## src/rtl/crc_frame_engine_pkg.sv

```systemverilog
// Shared types for the CRC frame engine.
//   crc_state_t : engine FSM states (idle, running through bytes, publishing result)
//   crc_mode_t  : generate (report CRC) or check (compare against expected CRC)
package crc_frame_engine_pkg;

    typedef enum logic [1:0] {ST_IDLE, ST_RUN, ST_FINISH} crc_state_t;

    typedef enum logic {CRC_GEN, CRC_CHECK} crc_mode_t;

    // Byte index counter width; one spare bit so N_BYTES = 1 still gets a real vector.
    function automatic int unsigned idx_width(input int unsigned n_bytes);
        return $clog2(n_bytes) + 1;
    endfunction

endpackage

```

## src/rtl/crc_frame_engine_if.sv

```systemverilog
// Request/result bundle between frame-assembly logic (master) and the CRC engine (slave).
//   start, mode, bytes_flat, crc_expected, abort : request side, driven by master
//   busy, done, aborted, crc_out, crc_ok         : status/result side, driven by engine
interface crc_frame_engine_if #(
    parameter int unsigned N_BYTES = 6,
    parameter int unsigned CRC_W   = 8
);

    logic                   start;
    logic                   mode;
    logic [8*N_BYTES-1:0]   bytes_flat;
    logic [CRC_W-1:0]       crc_expected;
    logic                   abort;
    logic                   busy;
    logic                   done;
    logic                   aborted;
    logic [CRC_W-1:0]       crc_out;
    logic                   crc_ok;

    modport master (
        output start,
        output mode,
        output bytes_flat,
        output crc_expected,
        output abort,
        input  busy,
        input  done,
        input  aborted,
        input  crc_out,
        input  crc_ok
    );

    modport slave (
        input  start,
        input  mode,
        input  bytes_flat,
        input  crc_expected,
        input  abort,
        output busy,
        output done,
        output aborted,
        output crc_out,
        output crc_ok
    );

endinterface

```

## src/rtl/crc_frame_engine_byte_step.sv

```systemverilog
// Combinational CRC update for one byte: MSB-first, non-reflected, eight unrolled bit steps.
//   crc_in   : current CRC register
//   byte_in  : data byte, bit 7 consumed first
//   crc_next : CRC register after the byte
module crc_frame_engine_byte_step #(
    parameter int unsigned       CRC_W = 8,
    parameter logic [CRC_W-1:0]  POLY  = CRC_W'(8'h07)
) (
    input  logic [CRC_W-1:0] crc_in,
    input  logic [7:0]       byte_in,
    output logic [CRC_W-1:0] crc_next
);

    logic [CRC_W-1:0] acc;

    always_comb begin
        acc = crc_in;
        for (int i = 7; i >= 0; i--) begin
            // Feedback is the outgoing MSB XOR the incoming data bit.
            if (acc[CRC_W-1] ^ byte_in[i]) begin
                acc = {acc[CRC_W-2:0], 1'b0} ^ POLY;
            end else begin
                acc = {acc[CRC_W-2:0], 1'b0};
            end
        end
    end

    assign crc_next = acc;

endmodule

```

## src/rtl/crc_frame_engine.sv

```systemverilog
// Fixed-length frame CRC engine with generate and check modes.
// A start in idle snapshots the frame, mode and expected CRC, then one byte is folded in per
// cycle; a final cycle publishes crc_out/crc_ok and pulses done. Abort cancels a busy operation
// and pulses aborted while leaving the previous result untouched.
//   clk : clock, rising edge
//   rst : asynchronous reset, active-high
//   bus : request/result bundle (slave side), see crc_frame_engine_if
module crc_frame_engine
    import crc_frame_engine_pkg::*;
#(
    parameter int unsigned       N_BYTES = 6,
    parameter int unsigned       CRC_W   = 8,
    parameter logic [CRC_W-1:0]  POLY    = CRC_W'(8'h07),
    parameter logic [CRC_W-1:0]  INIT    = '0,
    parameter logic [CRC_W-1:0]  XOR_OUT = '0
) (
    input  logic              clk,
    input  logic              rst,
    crc_frame_engine_if.slave bus
);

    localparam int unsigned      IDX_W    = idx_width(N_BYTES);
    localparam logic [IDX_W-1:0] LAST_IDX = IDX_W'(N_BYTES - 1);

    crc_state_t           state_q;
    logic [8*N_BYTES-1:0] snap_bytes_q;
    crc_mode_t            snap_mode_q;
    logic [CRC_W-1:0]     snap_expected_q;
    logic [CRC_W-1:0]     crc_reg_q;
    logic [IDX_W-1:0]     idx_q;
    logic                 done_q;
    logic                 aborted_q;
    logic [CRC_W-1:0]     crc_out_q;
    logic                 crc_ok_q;

    logic [7:0]           cur_byte;
    logic [CRC_W-1:0]     crc_next;
    logic [CRC_W-1:0]     crc_final;

    // Byte mux over the snapshot; idx only ranges over valid bytes while running.
    always_comb begin
        cur_byte = '0;
        for (int k = 0; k < N_BYTES; k++) begin
            if (idx_q == IDX_W'(k)) begin
                cur_byte = snap_bytes_q[8*k +: 8];
            end
        end
    end

    crc_frame_engine_byte_step #(
        .CRC_W (CRC_W),
        .POLY  (POLY)
    ) u_byte_step (
        .crc_in   (crc_reg_q),
        .byte_in  (cur_byte),
        .crc_next (crc_next)
    );

    assign crc_final = crc_reg_q ^ XOR_OUT;

    always_ff @(posedge clk or posedge rst) begin
        if (rst) begin
            state_q         <= ST_IDLE;
            snap_bytes_q    <= '0;
            snap_mode_q     <= CRC_GEN;
            snap_expected_q <= '0;
            crc_reg_q       <= '0;
            idx_q           <= '0;
            done_q          <= 1'b0;
            aborted_q       <= 1'b0;
            crc_out_q       <= '0;
            crc_ok_q        <= 1'b0;
        end else begin
            done_q    <= 1'b0;
            aborted_q <= 1'b0;
            unique case (state_q)
                ST_IDLE: begin
                    // Abort in idle only suppresses a simultaneous start.
                    if (bus.start && !bus.abort) begin
                        snap_bytes_q    <= bus.bytes_flat;
                        snap_mode_q     <= crc_mode_t'(bus.mode);
                        snap_expected_q <= bus.crc_expected;
                        crc_reg_q       <= INIT;
                        idx_q           <= '0;
                        state_q         <= ST_RUN;
                    end
                end
                ST_RUN: begin
                    if (bus.abort) begin
                        aborted_q <= 1'b1;
                        state_q   <= ST_IDLE;
                    end else begin
                        crc_reg_q <= crc_next;
                        idx_q     <= idx_q + 1'b1;
                        if (idx_q == LAST_IDX) begin
                            state_q <= ST_FINISH;
                        end
                    end
                end
                ST_FINISH: begin
                    if (bus.abort) begin
                        aborted_q <= 1'b1;
                    end else begin
                        crc_out_q <= crc_final;
                        crc_ok_q  <= (snap_mode_q == CRC_CHECK) && (crc_final == snap_expected_q);
                        done_q    <= 1'b1;
                    end
                    state_q <= ST_IDLE;
                end
                default: state_q <= ST_IDLE;
            endcase
        end
    end

    assign bus.busy    = (state_q != ST_IDLE);
    assign bus.done    = done_q;
    assign bus.aborted = aborted_q;
    assign bus.crc_out = crc_out_q;
    assign bus.crc_ok  = crc_ok_q;

endmodule

```

## src/flat_wrapper.sv

```systemverilog
// flat-port wrapper written by rule: the top's interface ports become plain ports
module crc_frame_engine_flat import crc_frame_engine_pkg::*;
#(
    parameter int unsigned       N_BYTES = 6,
    parameter int unsigned       CRC_W   = 8,
    parameter logic [CRC_W-1:0]  POLY    = CRC_W'(8'h07),
    parameter logic [CRC_W-1:0]  INIT    = '0,
    parameter logic [CRC_W-1:0]  XOR_OUT = '0
)
  (clk, rst, bus_start, bus_mode, bus_bytes_flat, bus_crc_expected, bus_abort, bus_busy, bus_done, bus_aborted, bus_crc_out, bus_crc_ok);
  crc_frame_engine_if #(.N_BYTES(N_BYTES), .CRC_W(CRC_W)) bus_i ();
  input  logic clk;
  input  logic rst;
  input wire logic [$bits(bus_i.start)-1:0] bus_start;
  input wire logic [$bits(bus_i.mode)-1:0] bus_mode;
  input wire logic [$bits(bus_i.bytes_flat)-1:0] bus_bytes_flat;
  input wire logic [$bits(bus_i.crc_expected)-1:0] bus_crc_expected;
  input wire logic [$bits(bus_i.abort)-1:0] bus_abort;
  output wire logic [$bits(bus_i.busy)-1:0] bus_busy;
  output wire logic [$bits(bus_i.done)-1:0] bus_done;
  output wire logic [$bits(bus_i.aborted)-1:0] bus_aborted;
  output wire logic [$bits(bus_i.crc_out)-1:0] bus_crc_out;
  output wire logic [$bits(bus_i.crc_ok)-1:0] bus_crc_ok;
  assign bus_i.start = bus_start;
  assign bus_i.mode = bus_mode;
  assign bus_i.bytes_flat = bus_bytes_flat;
  assign bus_i.crc_expected = bus_crc_expected;
  assign bus_i.abort = bus_abort;
  assign bus_busy = bus_i.busy;
  assign bus_done = bus_i.done;
  assign bus_aborted = bus_i.aborted;
  assign bus_crc_out = bus_i.crc_out;
  assign bus_crc_ok = bus_i.crc_ok;
  crc_frame_engine #(.N_BYTES(N_BYTES), .CRC_W(CRC_W), .POLY(POLY), .INIT(INIT), .XOR_OUT(XOR_OUT)) u_core (.clk(clk), .rst(rst), .bus(bus_i));
endmodule
```

## config.mk

```make
export PLATFORM = sky130hd
export DESIGN_NAME = crc_frame_engine_flat
export DESIGN_NICKNAME = d
export VERILOG_FILES = /design/src/rtl/crc_frame_engine_pkg.sv /design/src/rtl/crc_frame_engine_if.sv /design/src/rtl/crc_frame_engine_byte_step.sv /design/src/rtl/crc_frame_engine.sv /design/src/flat_wrapper.sv
export SDC_FILE = /design/constraint.sdc
export NUM_CORES = 1
export LEC_CHECK = 0
export BUFFER_PORTS_ARGS = -buffer_cell sky130_fd_sc_hd__clkbuf_2
export CELL_PAD_IN_SITES_DETAIL_PLACEMENT = 1
export CELL_PAD_IN_SITES_GLOBAL_PLACEMENT = 2
export CORE_ASPECT_RATIO = 0.9
export CORE_MARGIN = 1.5
export CORE_UTILIZATION = 25
export CTS_BUF_LIST = sky130_fd_sc_hd__clkbuf_2
export CTS_CLUSTER_DIAMETER = 80
export CTS_CLUSTER_SIZE = 28
export DETAILED_ROUTE_END_ITERATION = 8
export PLACE_DENSITY = 0.59
export SYNTH_ARGS = -nofsm -noshare
export SYNTH_HDL_FRONTEND = slang
export SYNTH_SLANG_ARGS = --single-unit
```

## constraint.sdc

```tcl
create_clock -name clk -period 5.8 [get_ports clk]
set_input_delay 0.29 -clock clk [delete_from_list [all_inputs] [get_ports clk]]
set_output_delay 0.29 -clock clk [all_outputs]
set_load 0.005 [all_outputs]
```

======== Word-level counts from Yosys, hierarchy flattened ========
Cells that the tools add are included.
storage, ports and cells
  register bits ........................... 82
  latch bits .............................. 0
  bits in writable memories ............... 0
  ROM bits ................................ 0
  input port bits ......................... 61
  output and inout port bits .............. 12
  logic and storage cells ................. 79
  memories kept ........................... 0
cells by class
  $add $sub $neg .......................... 1
  multipliers ............................. 0
  divide/modulo/power cells ............... 0
  magnitude comparators ................... 0
  eq/ne operators ......................... 11
  shifts and indexed selects .............. 0
  muxes and demuxes ....................... 28
  bitwise logic cells ..................... 17
  reductions and logical operators ........ 12
operators by type and width
  operator                                                                  number
  8-bit two-way mux                                                         8
  3-bit two-way mux                                                         8
  3-bit NOT                                                                 8
  8-bit one-hot mux with 2 select lines                                     1
  4-bit by 2-bit == test with 1-bit output (second input constant)          2
  4-bit by 3-bit == test with 1-bit output (second input constant)          2
  8-bit == test                                                             1
  4-bit two-way mux                                                         2
  4-bit one-hot mux with 2 select lines                                     1
  1-bit XOR                                                                 8
  2-bit two-way mux                                                         3
  2-bit AND reduction                                                       3
  4-bit by 1-bit adder with 4-bit output (second input constant)            1
  4-bit by 1-bit == test with 1-bit output (second input constant)          1
  4-bit logical NOT                                                         1
  1-bit two-way mux                                                         4
  2-bit one-hot mux with 2 select lines                                     1
  2-bit nonzero test                                                        2
  3-bit by 2-bit inequality test with 1-bit output (second input constant)  1
  3-bit AND reduction                                                       1
  2-bit by 1-bit == test with 1-bit output (second input constant)          1
  2-bit == test (second input constant)                                     1
  1-bit logical AND                                                         2
  2-bit logical NOT                                                         1
  other kinds (5)                                                           5

======== Depth between registers and ports, before layout ========
  word-level depth ........................ 25
  gate-level depth with buffers ........... 12
  depth with buffers taken out ............ 10

======== Hierarchy ========
From an unflattened synthesis, not the netlist that was laid out.
unflattened totals
  cell total of the unflattened synthesis .. 336
  area, all modules ....................... 4038.9 um^2
modules (own cells, without submodules)
  module                      instances  cells each  area each (um^2)  sequential area each (um^2)
  crc_frame_engine            1          315         3854.9            2052.0
  crc_frame_engine_byte_step  1          21          183.9             0.0

======== Least setup slack after synthesis ========
No wires, ideal clock.
  path kind ............................... flip-flop to flip-flop
  start point ............................. register u_core.idx_q[0]
  end point ............................... register u_core.crc_reg_q[6], in the netlist u_core.crc_final[6]
  library setup time ...................... 0.083 ns
  data arrival time ....................... 2.511 ns
  required time ........................... 5.717 ns
  slack ................................... 3.206 ns
  cell stages (with the launch flop) ...... 10
  buffers on the path ..................... 1
  clock period less this slack ............ 2.594 ns
  path through ............................ dfrtp_1 -> ha_1 -> or3_1 -> buf_6 -> o32ai_1 -> a22oi_1 -> xnor2_1 -> xor3_1 -> or3_1 -> o21ai_0
on the way
  longest elaborated chain between the ends .. 15
  elaborated cells between the ends (all ways) .. 22
  classes of those cells .................. eq/ne (5); mux (11); bitwise (5); reduce/logical (1)
RTL lines
  item                                       line                              RTL
  from (decl)                                crc_frame_engine.sv:30            logic [IDX_W-1:0] idx_q;
  from (signal assigned)                     crc_frame_engine.sv:94            idx_q <= idx_q + 1'b1;
  4-bit logical NOT                          crc_frame_engine.sv:44            if (idx_q == IDX_W'(k)) begin
  8-bit two-way mux (5 in series)            crc_frame_engine.sv:44
  8-bit two-way mux (*)                      crc_frame_engine.sv:44
  1-bit XOR                                  crc_frame_engine_byte_step.sv:20  if (acc[CRC_W-1] ^ byte_in[i]) begin
  3-bit two-way mux                          crc_frame_engine_byte_step.sv:20
  3-bit NOT (no line)                        n/a
  3-bit two-way mux                          crc_frame_engine_byte_step.sv:20
  3-bit NOT (no line)                        n/a
  3-bit two-way mux (*)                      crc_frame_engine_byte_step.sv:20
  8-bit two-way mux (*)                      crc_frame_engine.sv:89            if (bus.abort) begin
  8-bit one-hot mux with 2 select lines (*)  crc_frame_engine.sv:76            unique case (state_q)
  to (signal assigned)                       crc_frame_engine.sv:93            crc_reg_q <= crc_next;
  to (decl)                                  crc_frame_engine.sv:29            logic [CRC_W-1:0] crc_reg_q;
Mark *: on every way between the ends. The rest lies on a longest branch, timed or not. The select of a mux whose other input is x is not followed.
A chain may end at the register's enable or synchronous reset.

======== Worst setup path in the final report ========
  start point ............................. register u_core.idx_q[1]
  end point ............................... register u_core.crc_reg_q[6], in the netlist u_core.crc_final[6]
Same word-level chain as after synthesis.

==> results.py <==
metrics = {
    "synth": {
        "synth_cell_type_count": 50,
        "synth_seq_cells": 82,
        "syn-num-nets": 405,
        "syn-instance-count": 337,
        "synth-seq-area-share": 0.505,
        "async_flop_share": 1.00,
        "syn-cell-area_sq_um": 4070,
        "synth_flop_cell": "dfrtp_1",
        "syn_area_per_cell_sq_um": 12.1,
        "synth_edf_count": 0,
        "ys.warnings.count": 0,
    },
    "global_route": {
        "grt.overflow.total": 0,
        "grt_pass1_vias": 3364,
        "grt_max_degree": 83,
        "antenna_found_initial": 0,
        "track_usage": 0.142,
        "grt_pass1_wl_um": 18000,
    },
    "clock_network": {
        "htree_levels": 3,
        "clockBufferDepth": 2,
        "clkLatencyLatePin_ns": 0.56,
        "clkTransAtPathRegs_ns": 0.21,
        "numClockSinks": 82,
        "cts_tree": "built",
        "clockRootBuffer": "clkbuf_2",
        "cts_buffers": 9,
        "post_cts_resized": 0,
    },
    "layout": {
        "layout_commonest_cell": "dfrtp_1",
        "synthToLayoutAreaGrowth_pct": 31.2,
        "layout_common_cells": "dfrtp_1 (82), clkbuf_2 (81), mux2_2 (63)",
        "fin_util": 0.333,
        "fill_cells": 1780,
        "num_antenna_cells": 0,
        "drive_gt1_frac": 0.335,
        "seq_area_sq_um": 2050,
        "multi_input_area_sq_um": 1880,
        "nets": 533,
    },
    "run_status": {
        "status": "finished, final reports clean",
    },
    "drt": {
        "routed_wl_um": 11200,
        "drt_iter0_markers": 67,
        "wl_per_cell_um": 16.6,
        "via_count": 3038,
        "via_per_inst": 4.50,
        "postRouteAntennaNets": 0,
        "drcViolationCount": 0,
        "first_pass_iters": 4,
    },
    "floorplan": {
        "die_w_um": 137,
        "start_util": 0.254,
        "die_area_sq_um": 17000,
        "row_count": 44,
        "fp.dieH_um": 124,
        "io_pins": 73,
        "core_area_sq_um": 16000,
    },
    "sta": {
        "whs_ns": 0.161,
        "tightest_slew_ns": 1.08,
        "setup_slack_ns": 2.50,
        "fin_crit_ns": 3.30,
        "relSlewSlack": 0.279,
        "hold_viol": 0,
        "fin_skew_ns": 0.0155,
        "fmax_mhz": 303,
        "min_period_over_period": 0.569,
        "setup_tns_ns": 0,
        "slew_violations": 0,
        "setup_viol": 0,
        "rsz0062_at_grt": "no",
    },
    "setup_path": {
        "slowest_delay_ns": 0.69,
        "cp_cell_sequence": "inv_1 > ha_1 > nor2b_1 > a221oi_1 > o32ai_1 > a22oi_1 > xnor2_1 > xor3_1 > or3_1 > o21ai_0",
        "crit_family": "compound AO/OA/AOI/OAI gates",
        "worstSetupEndpointType": "flop",
        "start_kind": "flop",
        "crit_fanout": 26,
        "critical_path_class": "flop to flop",
        "slowest_stage": "ha_1",
        "worstPathRequired_ns": 6.31,
        "worst-path-buf-inv": 1,
        "worst_ep_arrival_time_ns": 3.80,
    },
    "min_path": {
        "hold_class": "input pin to flop",
    },
    "run": {
        "maxCapViolCount": 0,
    },
    "power": {
        "p_leak_nw": 2.38,
        "max-vdd-ir-drop_mv": 0.172,
        "powerDensity_nw_per_um2": 492,
    },
    "place": {
        "port_buffers": 72,
        "preCtsSetupSlack_ns": 2.53,
        "dp_hpwl_um": 7830,
        "place_congestion": 0.748,
    },
}
==> cell families (layout without fill, tap and decap cells) <==
| group | after synthesis | in the layout | share of synthesized area |
|---|---|---|---|
| flops | 82 | 82 | 0.505 |
| compound gates | 62 | 62 | 0.107 |
| simple gates | 62 | 62 | 0.0877 |
| fa+ha+maj | 7 | 7 | 0.0215 |
| xor+xnor | 30 | 30 | 0.0702 |
| mux | 64 | 64 | 0.177 |
| buf+inv | 30 | 161 | 0.0317 |
==> stage by stage <==
step                cells  instance area (sq um)  power (mW)
global placement      602                   4630        2.26
finish                675                   5340        2.63
global route          675                   5340        2.86
floorplan             337                   4070        1.97
detailed placement    602                   4630        2.30
CTS                   675                   5340        2.67
==> what timing repair did <==
action	4_1_cts	5_1_grt
setup buffers	0	0
endpoints found under the hold margin	78	0
hold buffers	59	0
==> registers in the layout (all words and copies together) (netlist names) <==
signal                  count
u_core.snap_bytes_q        48
u_core.bus.crc_out          8
u_core.idx_q                4
u_core.bus.crc_ok           1
u_core.state_q              2
u_core.bus.done             1
u_core.snap_mode_q          1
u_core.crc_final            8
u_core.bus.aborted          1
u_core.snap_expected_q      8
==> synth_stat cells (2+ instances only) <==
| cell type | n | area share |
|---|---|---|
| nand4_1 | 2 | 0.0031 |
| nand2_1 | 14 | 0.013 |
| xnor2_1 | 14 | 0.030 |
| buf_1 | 4 | 0.0037 |
| clkbuf_1 | 7 | 0.0065 |
| nor2_1 | 7 | 0.0065 |
| and3b_1 | 2 | 0.0043 |
| dfrtp_1 | 82 | 0.50 |
| o22ai_1 | 3 | 0.0046 |
| nand3_1 | 2 | 0.0025 |
| nand2b_1 | 3 | 0.0046 |
| a21oi_1 | 15 | 0.018 |
| a221oi_1 | 6 | 0.013 |
| xor2_1 | 14 | 0.030 |
| and2_1 | 3 | 0.0046 |
| mux2_2 | 63 | 0.17 |
| o32ai_1 | 5 | 0.011 |
| or3_1 | 4 | 0.0062 |
| inv_1 | 13 | 0.012 |
| nor2b_1 | 13 | 0.020 |
| nand3b_1 | 4 | 0.0074 |
| o21ai_0 | 16 | 0.020 |
| ha_1 | 7 | 0.022 |
| a22oi_1 | 3 | 0.0055 |
| or2_2 | 2 | 0.0031 |
| buf_2 | 4 | 0.0049 |
| o21a_1 | 2 | 0.0037 |
==> worst register-to-register path: stages, from the launching register on <==
cell and delay (ns):
dfrtp_1 0.47, inv_1 0.12, ha_1 0.69, nor2b_1 0.21, a221oi_1 0.38, o32ai_1 0.17, a22oi_1 0.23, xnor2_1 0.21
xor3_1 0.39, or3_1 0.31, o21ai_0 0.07
==> metal layers <==
metal / vias to the layer above / routed length (um) / track usage
met4: 0 / 174 / 0.0434
met1: 1521 / 5140 / 0.177
met2: 58 / 5480 / 0.244
li1: 1447 / - / -
met5: - / 0 / 0
met3: 12 / 380 / 0.0354
==> worst paths after layout <==
path / from / to / slack, ns / cells past startpoint
setup reg to reg: u_core.idx_q[1] / u_core.crc_final[6] / 2.50 / 10
max in group asynchronous: rst / u_core.snap_bytes_q[24] / 4.54 / 4
min in group asynchronous: rst / u_core.bus.crc_out[1] / 0.53 / 4
setup / recovery: u_core.idx_q[1] / u_core.crc_final[6] / 2.50 / 10
hold / removal: bus_start / u_core.state_q[1] / 0.16 / 4
hold reg to reg: u_core.bus.crc_ok / u_core.bus.crc_ok / 0.52 / 2
==> area by class of cell <==
| type | count | area share |
|---|---|---|
| clock buffer | 9 | 0.00844 |
| clock inverter | 5 | 0.0134 |
| inverter | 13 | 0.00938 |
| multi-input combinational | 225 | 0.353 |
| sequential | 82 | 0.385 |
| tap | 207 | 0.0485 |
| timing repair buffer | 134 | 0.182 |
==> power breakdown <==
group	total, mW	internal (mW)	switching [mW]
Combinational	1.32	0.682	0.640
Sequential	0.973	0.788	0.184
Clock	0.330	0.134	0.196
Total	2.63	1.60	1.02
Power figures use the tool's default switching activity.
